## config.mk

```make
export PLATFORM = sky130hd
export DESIGN_NAME = debounce_arbiter
export DESIGN_NICKNAME = d
export VERILOG_FILES = /design/src/rtl/debounce_arbiter.sv
export SDC_FILE = /design/constraint.sdc
export NUM_CORES = 1
export LEC_CHECK = 0
export BUFFER_PORTS_ARGS = -buffer_cell sky130_fd_sc_hd__buf_2
export CAP_MARGIN = 20
export CORE_UTILIZATION = 57
export CTS_CLUSTER_SIZE = 14
export DETAILED_ROUTE_END_ITERATION = 10
export GPL_ROUTABILITY_DRIVEN = 0
export PLACE_DENSITY = 0.75
export SLEW_MARGIN = 20
export SYNTH_ARGS = -nofsm -noshare
export SYNTH_HDL_FRONTEND = slang
export SYNTH_SLANG_ARGS = --single-unit
export TNS_END_PERCENT = 100
```

## constraint.sdc

```tcl
create_clock -name clock_i -period 2.4 [get_ports clock_i]
set_input_delay 0.48 -clock clock_i [delete_from_list [all_inputs] [get_ports clock_i]]
set_output_delay 0.48 -clock clock_i [all_outputs]
set_load 0.02 [all_outputs]
```

## src/rtl/debounce_arbiter.sv

```systemverilog
// -----------------------------------------------------------------------------
// debounce_arbiter
//
// Multi-channel debouncer with one shared sample prescaler and a round-robin
// event port. Each raw input is synchronized with two flops, sampled once per
// prescaler tick, and its debounced level changes only after STABLE
// consecutive ticks that disagree with the current level. Every level change
// raises a per-channel pending flag. A round-robin arbiter turns pending flags
// into press/release events on one valid/ready port.
//
// Ports:
//   clock_i        sole clock, all logic on posedge
//   reset_i        synchronous active-high reset
//   in_i[N]        raw asynchronous inputs
//   level_o[N]     debounced levels
//   event_valid_o  event presented
//   event_ready_i  consumer accepts the presented event
//   event_id_o     channel of the presented event
//   event_level_o  new debounced level of that channel (1 press, 0 release)
//   overflow_o     sticky: a level change was folded into an unsent event
//   dbg_tick_o     prescaler sample tick (observability)
//   dbg_ptr_o      round-robin pointer (observability)
//
// Handshake: an event transfers on a rising clock edge where event_valid_o
// and event_ready_i are both high. While event_valid_o is high and
// event_ready_i is low, event_id_o and event_level_o hold. event_valid_o
// never depends combinationally on event_ready_i.
// -----------------------------------------------------------------------------
module debounce_arbiter #(
    parameter int N        = 4,
    parameter int TICK_DIV = 1000,
    parameter int STABLE   = 4,
    localparam int ID_W    = $clog2(N),
    localparam int CNT_W   = $clog2(STABLE + 1),
    localparam int PS_W    = $clog2(TICK_DIV)
) (
    input  logic            clock_i,
    input  logic            reset_i,
    input  logic [N-1:0]    in_i,
    output logic [N-1:0]    level_o,
    output logic            event_valid_o,
    input  logic            event_ready_i,
    output logic [ID_W-1:0] event_id_o,
    output logic            event_level_o,
    output logic            overflow_o,
    output logic            dbg_tick_o,
    output logic [ID_W-1:0] dbg_ptr_o
);

    // Prescaler
    logic [PS_W-1:0] presc_q, presc_d;
    logic            tick;

    // Synchronizer; only sync2_q (the synchronized sample) is used downstream
    logic [N-1:0] sync1_q, sync2_q;

    // Debounce state
    logic [N-1:0]            level_q, level_d;
    logic [N-1:0][CNT_W-1:0] cnt_q, cnt_d;
    logic [N-1:0]            pending_q, pending_d;
    logic [N-1:0]            set_pend;
    logic [N-1:0]            clr_pend;

    // Arbiter / event port state
    logic [ID_W-1:0] ptr_q, ptr_d;
    logic            valid_q, valid_d;
    logic [ID_W-1:0] id_q, id_d;
    logic            evlvl_q, evlvl_d;
    logic            overflow_q, overflow_d;

    logic            load;
    logic            grant_found;
    logic [ID_W-1:0] grant_idx;
    logic [ID_W:0]   scan_idx;

    assign tick    = (presc_q == PS_W'(TICK_DIV - 1));
    assign presc_d = tick ? '0 : presc_q + 1'b1;

    // Per-channel debounce: the counter only advances on ticks that disagree
    // with the current level; any agreeing tick restarts the count.
    always_comb begin
        level_d  = level_q;
        cnt_d    = cnt_q;
        set_pend = '0;
        for (int i = 0; i < N; i++) begin
            if (tick) begin
                if (sync2_q[i] == level_q[i]) begin
                    cnt_d[i] = '0;
                end else if (cnt_q[i] == CNT_W'(STABLE - 1)) begin
                    level_d[i]  = ~level_q[i];
                    cnt_d[i]    = '0;
                    set_pend[i] = 1'b1;
                end else begin
                    cnt_d[i] = cnt_q[i] + 1'b1;
                end
            end
        end
    end

    // Round-robin search: first pending channel at or above ptr, wrapping.
    always_comb begin
        grant_found = 1'b0;
        grant_idx   = '0;
        scan_idx    = '0;
        for (int j = 0; j < N; j++) begin
            scan_idx = {1'b0, ptr_q} + (ID_W + 1)'(j);
            if (scan_idx >= (ID_W + 1)'(N)) begin
                scan_idx = scan_idx - (ID_W + 1)'(N);
            end
            if (!grant_found && pending_q[scan_idx[ID_W-1:0]]) begin
                grant_found = 1'b1;
                grant_idx   = scan_idx[ID_W-1:0];
            end
        end
    end

    // Event port. A new event loads whenever the output slot is empty or is
    // being consumed this cycle. The event level is taken from level_d so a
    // toggle landing in the same cycle is reported with its new value.
    always_comb begin
        load       = (!valid_q || event_ready_i) && (|pending_q);
        valid_d    = valid_q;
        id_d       = id_q;
        evlvl_d    = evlvl_q;
        ptr_d      = ptr_q;
        clr_pend   = '0;
        if (load && grant_found) begin
            valid_d             = 1'b1;
            id_d                = grant_idx;
            evlvl_d             = level_d[grant_idx];
            clr_pend[grant_idx] = 1'b1;
            ptr_d               = (grant_idx == ID_W'(N - 1)) ? '0 : grant_idx + 1'b1;
        end else if (valid_q && event_ready_i) begin
            valid_d = 1'b0;
        end
        // A new set beats a same-cycle clear; it is only an overflow when the
        // earlier event for that channel is still unsent.
        pending_d  = (pending_q & ~clr_pend) | set_pend;
        overflow_d = overflow_q | (|(set_pend & pending_q & ~clr_pend));
    end

    always_ff @(posedge clock_i) begin
        if (reset_i) begin
            presc_q    <= '0;
            sync1_q    <= '0;
            sync2_q    <= '0;
            level_q    <= '0;
            cnt_q      <= '0;
            pending_q  <= '0;
            ptr_q      <= '0;
            valid_q    <= 1'b0;
            id_q       <= '0;
            evlvl_q    <= 1'b0;
            overflow_q <= 1'b0;
        end else begin
            presc_q    <= presc_d;
            sync1_q    <= in_i;
            sync2_q    <= sync1_q;
            level_q    <= level_d;
            cnt_q      <= cnt_d;
            pending_q  <= pending_d;
            ptr_q      <= ptr_d;
            valid_q    <= valid_d;
            id_q       <= id_d;
            evlvl_q    <= evlvl_d;
            overflow_q <= overflow_d;
        end
    end

    assign level_o       = level_q;
    assign event_valid_o = valid_q;
    assign event_id_o    = id_q;
    assign event_level_o = evlvl_q;
    assign overflow_o    = overflow_q;
    assign dbg_tick_o    = tick;
    assign dbg_ptr_o     = ptr_q;

endmodule

```

==> metrics.txt <==
remaining antenna violation count after routing=0; share of layout cells above drive strength 1=0.174; Pleak=0.849 nW; Simple-Gate Fraction of Synth Area=0.273; Crit path required time=1.92 ns; cell family with most CP delay=simple AND/OR/NAND/NOR gates; Max Clock Skew=0.00610 ns; worst setup path category=reg -> out; synthesized flop and latch total=45; Fin. Hold Viols=0; Via density=5.63; HPWL after DPL=2690 um; P&R area growth vs syn=14.5%; Initial DRC Count=130; wire per inst=13.3 um; crit path DAT=1.78 ns; CTS sink cnt=45; CTS Buf Count=5; post-synthesis adder-cell area fraction=0.0320; Post-Synthesis Cells=218; count of different cell masters after synthesis=41; CTS max path bufs=2; die area=3660 sq um; gr ovfl total=0; initial antenna violation count=0; Global Route Usage Sum=0.237; Synth Warn #=0; Synth Area in Compound Gates=0.126; crit path max fanout=12; maximum VDD drop=0.000543 V; chip height=60.5 um; number of synthesized flops with an enable pin=0; Initial Util=0.619; Top FF cell, synth=dfxtp_1; Syn Nets=230; Critical path buffers and inverters=2; CP Cell Sequence=ha_4, nand4bb_4, or3_4, inv_4, buf_2; ANT cells=0; Final Cell Area=2240 sq um; total negative slack=0 ns; post-synthesis sequential area ratio=0.461; final WL=3810 um; Cell Area, Synth=1950 sq um; largest family of logic cells by synthesized area=simple AND/OR/NAND/NOR gates; pwr dens=581 nW/um^2; clk slew on worst S/H paths=0.13 ns; H-tree levels=2; fin nets=253; crit path capture type=output pin; Worst setup SP type=register; Slowest cell on crit path=or3_4; worst-margin pin slew=0.581 ns; Root Buffer=clkbuf_4; TritonCTS clock tree=built; Period minus WS final=2.26 ns; outcome=finished clean; pin count of the biggest net entering global routing=23; Placed Instance Area=2100 sq um; first-pass GRT wire length=6250 um; Mean Syn Cell Area=8.96 sq um; filler cell count=273; final setup fails=0; routed vias=1,610; Die W=60.5 um; First-pass DRT Iterations=6; XOR/XNOR share of the synthesized area=0.0583; type of the most critical hold path=in -> reg; max frequency=0.442 GHz; mux contribution to synthesized area=0.0205; pins over their slew limit=0; clock latency on the worst-skew pair=0.36 ns; IO Pins=19; Max Cap Violations=0; CORE AREA=3150 sq um; number of global-route vias before repair=1,447; max incr delay on CP=0.43 ns; async set-reset flop share out of synthesis=0; RSZ-0062 raised after global routing=no; Max transition margin=0.609; Final Cycle Share=0.944; IO Port Bufs=18; Rows=20; DR DRC count=0
==> path summary, 6_finish.rpt <==
kind | from | endpoint | slack, ns | cells after the start
setup / recovery | presc_q[0] | dbg_tick_o | 0.14 | 5
setup reg to reg | presc_q[0] | event_level_o | 0.24 | 8
hold reg to reg | sync1_q[1] | sync2_q[1] | 0.46 | 1
hold / removal | in_i[2] | sync1_q[2] | 0.32 | 2
==> final cells by class <==
| type | instances | area (sq um) | share of cell area |
|---|---|---|---|
| Inverter | 6 | 25.0 | 0.0112 |
| Sequential cell | 45 | 903 | 0.404 |
| Clock buffer | 6 | 51.3 | 0.0229 |
| Tap cell | 44 | 55.1 | 0.0246 |
| Multi-Input combinational cell | 159 | 1030 | 0.460 |
| Clock inverter | 2 | 37.5 | 0.0168 |
| Timing Repair Buffer | 24 | 135 | 0.0604 |
==> cells in the final DEF, fill, tap and decap left out, types with 2 or more instances in the layout <==
cell type and count:
dfxtp_2 2, buf_4 6, o21ai_0 8, inv_1 5
a31oi_1 2, buf_2 18, and3b_1 3, xor2_1 6
clkbuf_4 5, xnor2_1 7, nor2b_1 12, and2b_1 2
nor3_1 3, nor3b_1 2, nor2_1 27, nand3_1 17
a21oi_1 18, ha_1 4, o21ai_1 2, nand2_1 12
nor4_1 4, nand2b_1 4, mux2i_1 4, nor4b_1 3
dfxtp_1 43
==> logic make-up after synthesis <==
| family | Yosys count |
|---|---|
| simple gates | 98 |
| flops | 45 |
| compound gates | 39 |
| buf+inv | 14 |
| xor+xnor | 13 |
| fa+ha+maj | 5 |
| mux | 4 |
==> worst register-to-register path: stages, from the launching register on <==
cell,delay [ns]
dfxtp_2,0.40
ha_4,0.17
nand4bb_4,0.12
or3_4,0.43
buf_4,0.19
nor2_1,0.15
mux2i_1,0.24
o31ai_1,0.10
a211o_1,0.27
==> layer usage <==
layer  up-vias  global-route usage  wire length (um)
li1        810                   -                 -
met1       744               0.278              1670
met2        46               0.388              1890
met3        10              0.0725               161
met4         0               0.130                93
met5         -                   0                 0
==> repair_timing <==
item,in CTS,in global routing
setup endpoints to repair,1,2
pin swaps,1,0
gates resized for setup,3,4
hold buffers,0,0
buffers inserted,1,0
==> power by group <==
group          leakage, nW  switching, mW  internal [mW]
Combinational        0.439         0.0220         0.0170
Clock               0.0445          0.245          0.248
Sequential           0.365        0.00961          0.758
Total                0.849          0.277           1.02
==> flip-flops by register name (all words and copies together) (netlist names) <==
signal / cells
level_o: 4
event_valid_o: 1
sync2_q: 4
sync1_q: 4
event_id_o: 2
presc_q: 10
pending_q: 4
event_level_o: 1
cnt_q: 12
dbg_ptr_o: 2
overflow_o: 1
==> Yosys cell counts, types with 5 or more instances <==
| cell | number | area, sq um |
|---|---|---|
| nand3_1 | 17 | 85.1 |
| clkbuf_1 | 5 | 18.8 |
| dfxtp_1 | 45 | 901 |
| ha_1 | 5 | 62.6 |
| xor2_1 | 6 | 52.6 |
| nand2_1 | 12 | 45.0 |
| xnor2_1 | 7 | 61.3 |
| inv_1 | 5 | 18.8 |
| nor2_1 | 27 | 101 |
| a21oi_1 | 18 | 90.1 |
| o21ai_0 | 8 | 40.0 |
| nor2b_1 | 12 | 75.1 |
==> through the flow <==
step	worst slack (ns)	utilization	instances	total power [mW]	hold WS (ns)
after floorplan	0.420	-	218	0.806	0.414
after global placement	0.254	0.667	277	0.816	0.419
after detailed placement	0.169	0.667	277	0.819	0.431
after CTS	0.00983	0.700	286	1.31	0.313
after global routing	0.0231	0.710	286	1.36	0.293
final	0.135	0.710	286	1.30	0.325
No activity file was read; power rests on OpenSTA's default activity.
